## config.mk

```make
export PLATFORM = sky130hd
export DESIGN_NAME = hazard_ctrl
export DESIGN_NICKNAME = d
export VERILOG_FILES = /design/src/rtl/hazard_ctrl.sv
export SDC_FILE = /design/constraint.sdc
export NUM_CORES = 1
export LEC_CHECK = 0
export ABC_AREA = 1
export CORE_AREA = 10 10 81 111
export CTS_BUF_LIST = sky130_fd_sc_hd__clkbuf_4
export DETAILED_ROUTE_END_ITERATION = 8
export DIE_AREA = 0 0 91 121
export PLACE_DENSITY = 0.73
export SLEW_MARGIN = 30
export SYNTH_ARGS = -nofsm -noshare
export SYNTH_HDL_FRONTEND = slang
export SYNTH_SLANG_ARGS = --single-unit
```

## constraint.sdc

```tcl
create_clock -name clk -period 3.5 [get_ports clk]
set_clock_uncertainty 0.15 [all_clocks]
set_input_delay 0.7 -clock clk [delete_from_list [all_inputs] [get_ports clk]]
set_output_delay 0.7 -clock clk [all_outputs]
set_load 0.005 [all_outputs]
```

## src/rtl/hazard_ctrl.sv

```systemverilog
// Hazard controller for the 5-stage pipeline: tracks in-flight destination registers to drive
// load-use stalls, taken-branch flushes, EX operand forwarding and saturating event counters.
module hazard_ctrl #(
  parameter int unsigned CNT_W = 16
) (
  input  logic             clk,
  input  logic             rst,
  input  logic             d_valid_i,
  input  logic [4:0]       d_rs_i,
  input  logic [4:0]       d_rt_i,
  input  logic             d_use_rs_i,
  input  logic             d_use_rt_i,
  input  logic             d_regwrite_i,
  input  logic             d_memread_i,
  input  logic [4:0]       d_dst_i,
  input  logic             m_pc_src_i,
  output logic             stall_o,
  output logic             bubble_ex_o,
  output logic             flush_ifid_o,
  output logic             flush_idex_o,
  output logic             flush_exmem_o,
  output logic [1:0]       fwd_a_o,
  output logic [1:0]       fwd_b_o,
  output logic [CNT_W-1:0] stall_cnt_o,
  output logic [CNT_W-1:0] flush_cnt_o
);

  typedef struct packed {
    logic       valid;
    logic       regwrite;
    logic       memread;
    logic [4:0] dst;
    logic [4:0] rs;
    logic [4:0] rt;
    logic       use_rs;
    logic       use_rt;
  } ex_ent_t;

  typedef struct packed {
    logic       valid;
    logic       regwrite;
    logic [4:0] dst;
  } wr_ent_t;

  ex_ent_t          ex_q, ex_d, id_ent;
  wr_ent_t          mem_q, mem_d, wb_q, wb_d;
  logic [CNT_W-1:0] stall_cnt_q, stall_cnt_d, flush_cnt_q, flush_cnt_d;
  logic             fl, lu, ex_live, mem_live, wb_live;

  function automatic logic [1:0] fwd_sel(input logic       use_src,
                                         input logic [4:0] src,
                                         input logic       m_live,
                                         input logic [4:0] m_dst,
                                         input logic       w_live,
                                         input logic [4:0] w_dst);
    logic [1:0] sel;
    sel = 2'b00;
    if (use_src && m_live && (m_dst == src)) begin
      sel = 2'b01;
    end else if (use_src && w_live && (w_dst == src)) begin
      sel = 2'b10;
    end
    return sel;
  endfunction

  assign ex_live  = ex_q.valid & ex_q.regwrite & (ex_q.dst != 5'd0);
  assign mem_live = mem_q.valid & mem_q.regwrite & (mem_q.dst != 5'd0);
  assign wb_live  = wb_q.valid & wb_q.regwrite & (wb_q.dst != 5'd0);

  // Shadow state is all bubbles in reset, so only the flush input needs explicit gating.
  assign fl = m_pc_src_i & ~rst;
  assign lu = ex_live & ex_q.memread & d_valid_i &
              ((d_use_rs_i & (d_rs_i == ex_q.dst)) | (d_use_rt_i & (d_rt_i == ex_q.dst)));

  always_comb begin
    stall_o       = 1'b0;
    bubble_ex_o   = 1'b0;
    flush_ifid_o  = 1'b0;
    flush_idex_o  = 1'b0;
    flush_exmem_o = 1'b0;
    if (fl) begin
      flush_ifid_o  = 1'b1;
      flush_idex_o  = 1'b1;
      flush_exmem_o = 1'b1;
    end else if (lu) begin
      stall_o     = 1'b1;
      bubble_ex_o = 1'b1;
    end
  end

  assign fwd_a_o = fwd_sel(ex_q.valid & ex_q.use_rs, ex_q.rs, mem_live, mem_q.dst,
                           wb_live, wb_q.dst);
  assign fwd_b_o = fwd_sel(ex_q.valid & ex_q.use_rt, ex_q.rt, mem_live, mem_q.dst,
                           wb_live, wb_q.dst);

  always_comb begin
    id_ent = '0;
    if (d_valid_i) begin
      id_ent.valid    = 1'b1;
      id_ent.regwrite = d_regwrite_i;
      id_ent.memread  = d_memread_i;
      id_ent.dst      = d_dst_i;
      id_ent.rs       = d_rs_i;
      id_ent.rt       = d_rt_i;
      id_ent.use_rs   = d_use_rs_i;
      id_ent.use_rt   = d_use_rt_i;
    end
    ex_d           = id_ent;
    mem_d.valid    = ex_q.valid;
    mem_d.regwrite = ex_q.regwrite;
    mem_d.dst      = ex_q.dst;
    wb_d           = mem_q;
    if (fl) begin
      // The branch in MEM still retires into WB; everything younger is killed.
      ex_d  = '0;
      mem_d = '0;
    end else if (lu) begin
      ex_d = '0;
    end
  end

  always_comb begin
    stall_cnt_d = stall_cnt_q;
    flush_cnt_d = flush_cnt_q;
    if (stall_o && (stall_cnt_q != '1)) stall_cnt_d = stall_cnt_q + CNT_W'(1);
    if (fl && (flush_cnt_q != '1))      flush_cnt_d = flush_cnt_q + CNT_W'(1);
  end

  always_ff @(posedge clk or posedge rst) begin
    if (rst) begin
      ex_q        <= '0;
      mem_q       <= '0;
      wb_q        <= '0;
      stall_cnt_q <= '0;
      flush_cnt_q <= '0;
    end else begin
      ex_q        <= ex_d;
      mem_q       <= mem_d;
      wb_q        <= wb_d;
      stall_cnt_q <= stall_cnt_d;
      flush_cnt_q <= flush_cnt_d;
    end
  end

  assign stall_cnt_o = stall_cnt_q;
  assign flush_cnt_o = flush_cnt_q;

endmodule

```

==> metrics.yaml, run 1 <==
fillers: 668
cp-startpoint: "d_rs_i[4]"
h-tree-depth: 3
gp_congestion: 0.931
powerDensity_mw_per_mm2: 396
clkTransAtPathRegs_ns: 0.10
synth_adder_area_share_pct: 0.741
design_area_mm2: 0.00424
synth_top_family_by_area: "simple AND/OR/NAND/NOR gates"
pre_cts_ws_ns: 0.288
die_w_um: 91
p_clk_share_pct: 33.0
multi_input_area_mm2: 0.00143
drt_iter0_markers: 109
syn_inst: 427
sw_frac_of_total_pct: 26.2
ctsRootBufferMaster: "clkbuf_4"
final_common_cell: "nand2_1"
synthesis.nets: 452
portBuffers: 63
synthMuxAreaShare_pct: 0
worstHoldStart: "mem_q[6]"
clk_latency_ns: 0.40
syn_area_mm2: 0.00338
synthSimpleGateAreaFrac_pct: 29.4
syn_area_per_cell_um2: 7.91
total_power_w: 0.00168
antenna_found_initial: 0
period_minus_slack_ns: 3.21
synthArstFlopShare_pct: 100
worst_setup_path_end_kind: "primary output"
synth-edff-count: 0
synth_top_area_cell: "dfrtp_1"
start_util_pct: 48.7
die-height_um: 121
final_cell_mix: "nand2_1 (127), dfrtp_1 (66), clkdlybuf4s50_1 (63)"
drc: 0
dpl_cell_area_mm2: 0.00408
grt_max_degree: 67
rsz0062_at_grt: "no"
antennaDiodeCount: 0
drt-wirelength-per-cell_um: 13.6
rows: 36
drive_gt1_share_pct: 6.61
relSlewSlack_pct: 46.1
synth_flop_cell: "dfrtp_1"
regArea_mm2: 0.00165
hold_buffers: 0
post_cts_buffers: 0
vias_per_cell: 4.86
yosys_warnings: 0
pin_count: 64
first_global_vias: 2963
crit_arrival_ns: 2.36
status: "complete, no violations"
cp-start-kind: "input pin"
fin_crit_sh_pct: 91.6
drt_pre_antenna_iters: 4
die_area_mm2: 0.0110
hold_viol: 0
path_class: "in -> out"
cts_buffers: 9
p_leak_nw: 2.10
ys_types: 27
ant_nets: 0
synth_area_leaders: "dfrtp_1 (49%), nand2_1 (14%), nor2_1 (6.6%), inv_1 (5.9%), xor2_1 (5.2%)"
yosys_register_bits: 66
fmax_mhz: 312
wl_um: 8060
cp_max_fo: 3
synth_compound_area_share_pct: 2.67
worstReg2RegStart: "flush_cnt_o[0]"
cts_buffer_depth: 2
grt_pass1_wl_um: 13800
final-setup-viol-count: 0
overflow: 0
required_ns: 2.65
ys_seq_area_share_pct: 48.9
peakVddDrop_v: 0.000212
core_mm2: 0.00694
grt.total_usage_pct: 15.3
clock_sinks: 66
synthXorXnorAreaFrac_pct: 9.60
ctsResizeCount: 0
p_seq_share_pct: 51.9
hold_ws_ns: 0.241
min_path_type: "reg -> reg"
worst_slew_pin_slew_ns: 0.808
hpwl_um: 6220
yosysTopAreaCellShare_pct: 48.9
p_switching_w: 0.000439
p_comb_share_pct: 15.1
setup_slack_ns: 0.294
slew_viol_final: 0
intPower_w: 0.00124
nNetsFinal: 519
vias: 2888
cap_violations: 0
cts_tree: "built"
syn_to_final_growth_pct: 25.5
tns_ns: 0
area by class of cell:
cell class | instances | area share, %
Inverter | 64 | 5.67
Timing Repair Buffer | 64 | 15.1
Clock inverter | 6 | 1.92
Multi-Input combinational cell | 289 | 33.8
Sequential cell | 66 | 39.0
Clock buffer | 10 | 1.77
Tap cell | 95 | 2.81
Yosys cell counts (3+ instances only):
master and number:
nand2_1 127, dfrtp_1 66, nor2_1 59, inv_1 53, nand3_1 21, xor2_1 20
xnor2_1 17, nand4_1 12, inv_2 11, nor3_1 7, a21oi_1 4, buf_2 4
buf_4 3, o211ai_1 3, o21ai_0 3
worst max-delay path, stage by stage:
cell             delay [ns]
clkdlybuf4s50_1        0.51
inv_1                  0.06
nand2_1                0.06
nand2_1                0.05
nor2_1                 0.08
nand3_1                0.09
nand2_2                0.10
nand3_2                0.11
inv_1                  0.09
clkdlybuf4s50_1        0.50
cell families after synthesis:
logic type	count (synthesis)
DFF	66
and+or+nand+nor	235
buffers and inverters	72
AOI/OAI and AO/OA	15
xor gates and xnor gates	37
adders and majority gates	2
state kept, by name, indices dropped and copies added (netlist names):
signal       cells
mem_q            7
wb_q             7
stall_cnt_o     16
flush_cnt_o     16
ex_q            20
routing by layer:
| layer | global-route usage, % | up-vias | part of all wire (%) |
|---|---|---|---|
| met3 | 4.46 | 9 | 5.4 |
| met1 | 16.0 | 1371 | 39 |
| met4 | 5.40 | 0 | 1.6 |
| met2 | 28.4 | 68 | 54 |
| met5 | 0 | - | 0 |
| li1 | - | 1440 | - |
metrics by stage:
stage          util (%)  cells
2_1_floorplan         -    427
3_3_place_gp       58.8    578
3_5_place_dp       58.8    578
4_1_cts            61.1    594
5_1_grt            61.1    594
6_report           61.1    594
path summary, 6_finish.rpt:
path,end,slack [ns],cells past startpoint
setup / recovery,bubble_ex_o,0.29,10
hold / removal,wb_q[6],0.24,0
setup reg to reg,flush_cnt_o[4],1.51,8
hold reg to reg,wb_q[6],0.24,0
max in group asynchronous,ex_q[9],1.91,3
min in group asynchronous,stall_cnt_o[9],0.75,3
power groups by stage:
stage          Clock (W)  Combinational (W)  Sequential (W)
2_1_floorplan          0           0.000129        0.000876
3_3_place_gp           0           0.000252        0.000885
3_5_place_dp           0           0.000257        0.000888
4_1_cts         0.000569           0.000259        0.000872
5_1_grt         0.000606           0.000286        0.000882
6_report        0.000553           0.000253        0.000871
No activity file was read; power rests on OpenSTA's default activity.
==> run 2: changes to the inputs <==
--- a/config.mk
+++ b/config.mk
@@ -6,11 +6,12 @@
 export NUM_CORES = 1
 export LEC_CHECK = 0
 export ABC_AREA = 1
-export CORE_AREA = 10 10 81 111
+export ABC_CLOCK_PERIOD_IN_PS = 3500
+export CORE_AREA = 10 10 89 122
 export CTS_BUF_LIST = sky130_fd_sc_hd__clkbuf_4
 export DETAILED_ROUTE_END_ITERATION = 8
-export DIE_AREA = 0 0 91 121
-export PLACE_DENSITY = 0.73
+export DIE_AREA = 0 0 99 132
+export PLACE_DENSITY = 0.61
 export SLEW_MARGIN = 30
 export SYNTH_ARGS = -nofsm -noshare
 export SYNTH_HDL_FRONTEND = slang
==> run 2 against run 1 <==
  * Critical path depth did not move
  * Highest routed layer unchanged
  * Fmax down 0.95%
  * Setup slack lost 0.031 ns
  * Clock-buffer cell count is 2 higher
  * Die area grew 19%
  * Critical path type unchanged
  * Wire length is 5.6% higher
  * Sequential power about the same
  * Cell area shrank 0.83%
  * Combinational power about the same
==> metrics.yaml, run 2 (synthesis gave the netlist of run 1 again) <==
cap_violations: 0  # unchanged
grt_pass1_wl_um: 14400  # +4.2%
p_leak_nw: 2.09  # -0.73%
cp_max_fo: 3  # unchanged
hold_buffers: 0  # unchanged
ant_nets: 0  # unchanged
drt-wirelength-per-cell_um: 14.1  # +3.8%
antennaDiodeCount: 0  # unchanged
h-tree-depth: 3  # unchanged
portBuffers: 63  # unchanged
gp_congestion: 0.882  # -5.2%
clkTransAtPathRegs_ns: 0.10  # about the same
powerDensity_mw_per_mm2: 367  # -7.2%
worst_slew_pin_slew_ns: 0.821  # +0.0124 ns
rsz0062_at_grt: "no"
antenna_found_initial: 0  # unchanged
nNetsFinal: 519  # unchanged
slew_viol_final: 0  # unchanged
cts_buffers: 9  # unchanged
hpwl_um: 6510  # +4.6%
grt_max_degree: 67  # unchanged
relSlewSlack_pct: 45.3  # -0.83 points
dp_cells: 588  # +1.7%
design_area_mm2: 0.00420  # -0.83%
clk_latency_ns: 0.41  # about the same
fmax_mhz: 309  # -0.95%
largest_reg_flops: 20  # unchanged
ctsRootBufferMaster: "clkbuf_4"
fin_crit_sh_pct: 92.5  # +0.87 points
crit_path_max_incr_delay_ns: 0.50  # about the same
min_path_type: "reg -> reg"
required_ns: 2.65  # about the same
grt.total_usage_pct: 13.4  # -1.9 points
core_mm2: 0.00856  # +23%
timing.reg2reg.setup_slack_ns: 1.48  # -0.03 ns
cp-start-kind: "input pin"
final_cell_mix: "nand2_1 (127), dfrtp_1 (66), clkdlybuf4s50_1 (63)"
first_global_vias: 3011  # +1.6%
final_common_cell: "nand2_1"
vias_per_cell: 4.72  # -2.8%
hold_viol: 0  # unchanged
clock_sinks: 66  # unchanged
cts_buffer_depth: 2  # unchanged
die_area_mm2: 0.0131  # +19%
peakVddDrop_v: 0.000198  # -6.7%
syn_to_final_growth_pct: 24.4
largest_register: "ex_q"
wl_um: 8500  # +5.6%
crit_arrival_ns: 2.39  # +0.03 ns
fin_cells: 604  # +1.7%
dpl_cell_area_mm2: 0.00409  # +0.31%
start_util_pct: 39.5  # -9.2 points
hold_ws_ns: 0.260  # +0.0193 ns
tns_ns: 0  # unchanged
die_w_um: 99  # +8.8%
drive_gt1_share_pct: 6.61  # unchanged
worst_setup_path_end_kind: "primary output"
final-setup-viol-count: 0  # unchanged
path_cells: "clkdlybuf4s50_1, inv_1, nand2_1, nand2_1, nor2_1, nand3_1, nand2_2, nand3_2, inv_1, clkdlybuf4s50_1"
cts_tree: "built"
pin_count: 64  # unchanged
cp_num_buf_inv: 4  # unchanged
slowest_stage: "clkdlybuf4s50_1"
period_minus_slack_ns: 3.24  # +0.0306 ns
rows: 40  # +11%
overflow: 0  # unchanged
status: "complete, no violations"
drt_pre_antenna_iters: 6  # +2
post_cts_buffers: 0  # unchanged
ctsResizeCount: 0  # unchanged
drt_iter0_markers: 111  # +1.8%
critical-path-top-delay-family: "buffers and inverters"
die-height_um: 132  # +9.1%
drc: 0  # unchanged
vias: 2853  # -1.2%
path_class: "in -> out"
fillers: 838  # +25%
==> run 2: worst paths after layout <==
kind	startpoint	end	cells after the start
min in group asynchronous	rst	stall_cnt_o[15]	3
setup / recovery	d_rs_i[4]	bubble_ex_o	10
max in group asynchronous	rst	wb_q[0]	3
hold / removal	mem_q[3]	wb_q[3]	0
hold reg to reg	mem_q[3]	wb_q[3]	0
setup reg to reg	ex_q[12]	ex_q[10]	7
==> run 2: per-stage QoR <==
| step | setup WS [ns] | total power, W | utilization [%] |
|---|---|---|---|
| final | 0.263 | 0.00154 | 49.1 |
| after global routing | 0.105 | 0.00165 | 49.1 |
| after CTS | 0.237 | 0.00157 | 49.1 |
| after detailed placement | 0.256 | 0.00114 | 47.8 |
| after global placement | 0.265 | 0.00114 | 47.8 |
| after floorplan | 0.497 | 0.00100 | - |
==> run 2: metal layers <==
metal	wire, µm	up-vias	global-route usage [%]
li1	-	1442	-
met1	3430	1341	14.4
met2	4440	55	22.9
met3	450	15	4.93
met4	187	0	5.83
met5	0	-	0
==> run 2: area by class of cell <==
cell class	count	area [µm²]	area share (%)
multi-input cells	289	1430	34.1
repair buffers	64	638	15.2
clock inverters	4	18.8	0.447
inverters	64	240	5.72
flip-flops and latches	66	1650	39.3
well taps	105	131	3.13
clock buffers	12	90.1	2.14
==> run 2: power breakdown <==
part           switching [W]  internal (W)  total, W
Sequential         0.0000557      0.000813  0.000869
Combinational       0.000123      0.000132  0.000254
Clock               0.000255      0.000165  0.000420
Total               0.000434       0.00111   0.00154
==> run 3: changes to the inputs <==
--- a/config.mk
+++ b/config.mk
@@ -12,6 +12,7 @@
 export DETAILED_ROUTE_END_ITERATION = 8
 export DIE_AREA = 0 0 99 132
 export PLACE_DENSITY = 0.61
+export SKIP_LAST_GASP = 1
 export SLEW_MARGIN = 30
 export SYNTH_ARGS = -nofsm -noshare
 export SYNTH_HDL_FRONTEND = slang
==> results of run 3 <==
The final DEF is identical to that of run 2; final timing and power are the same.
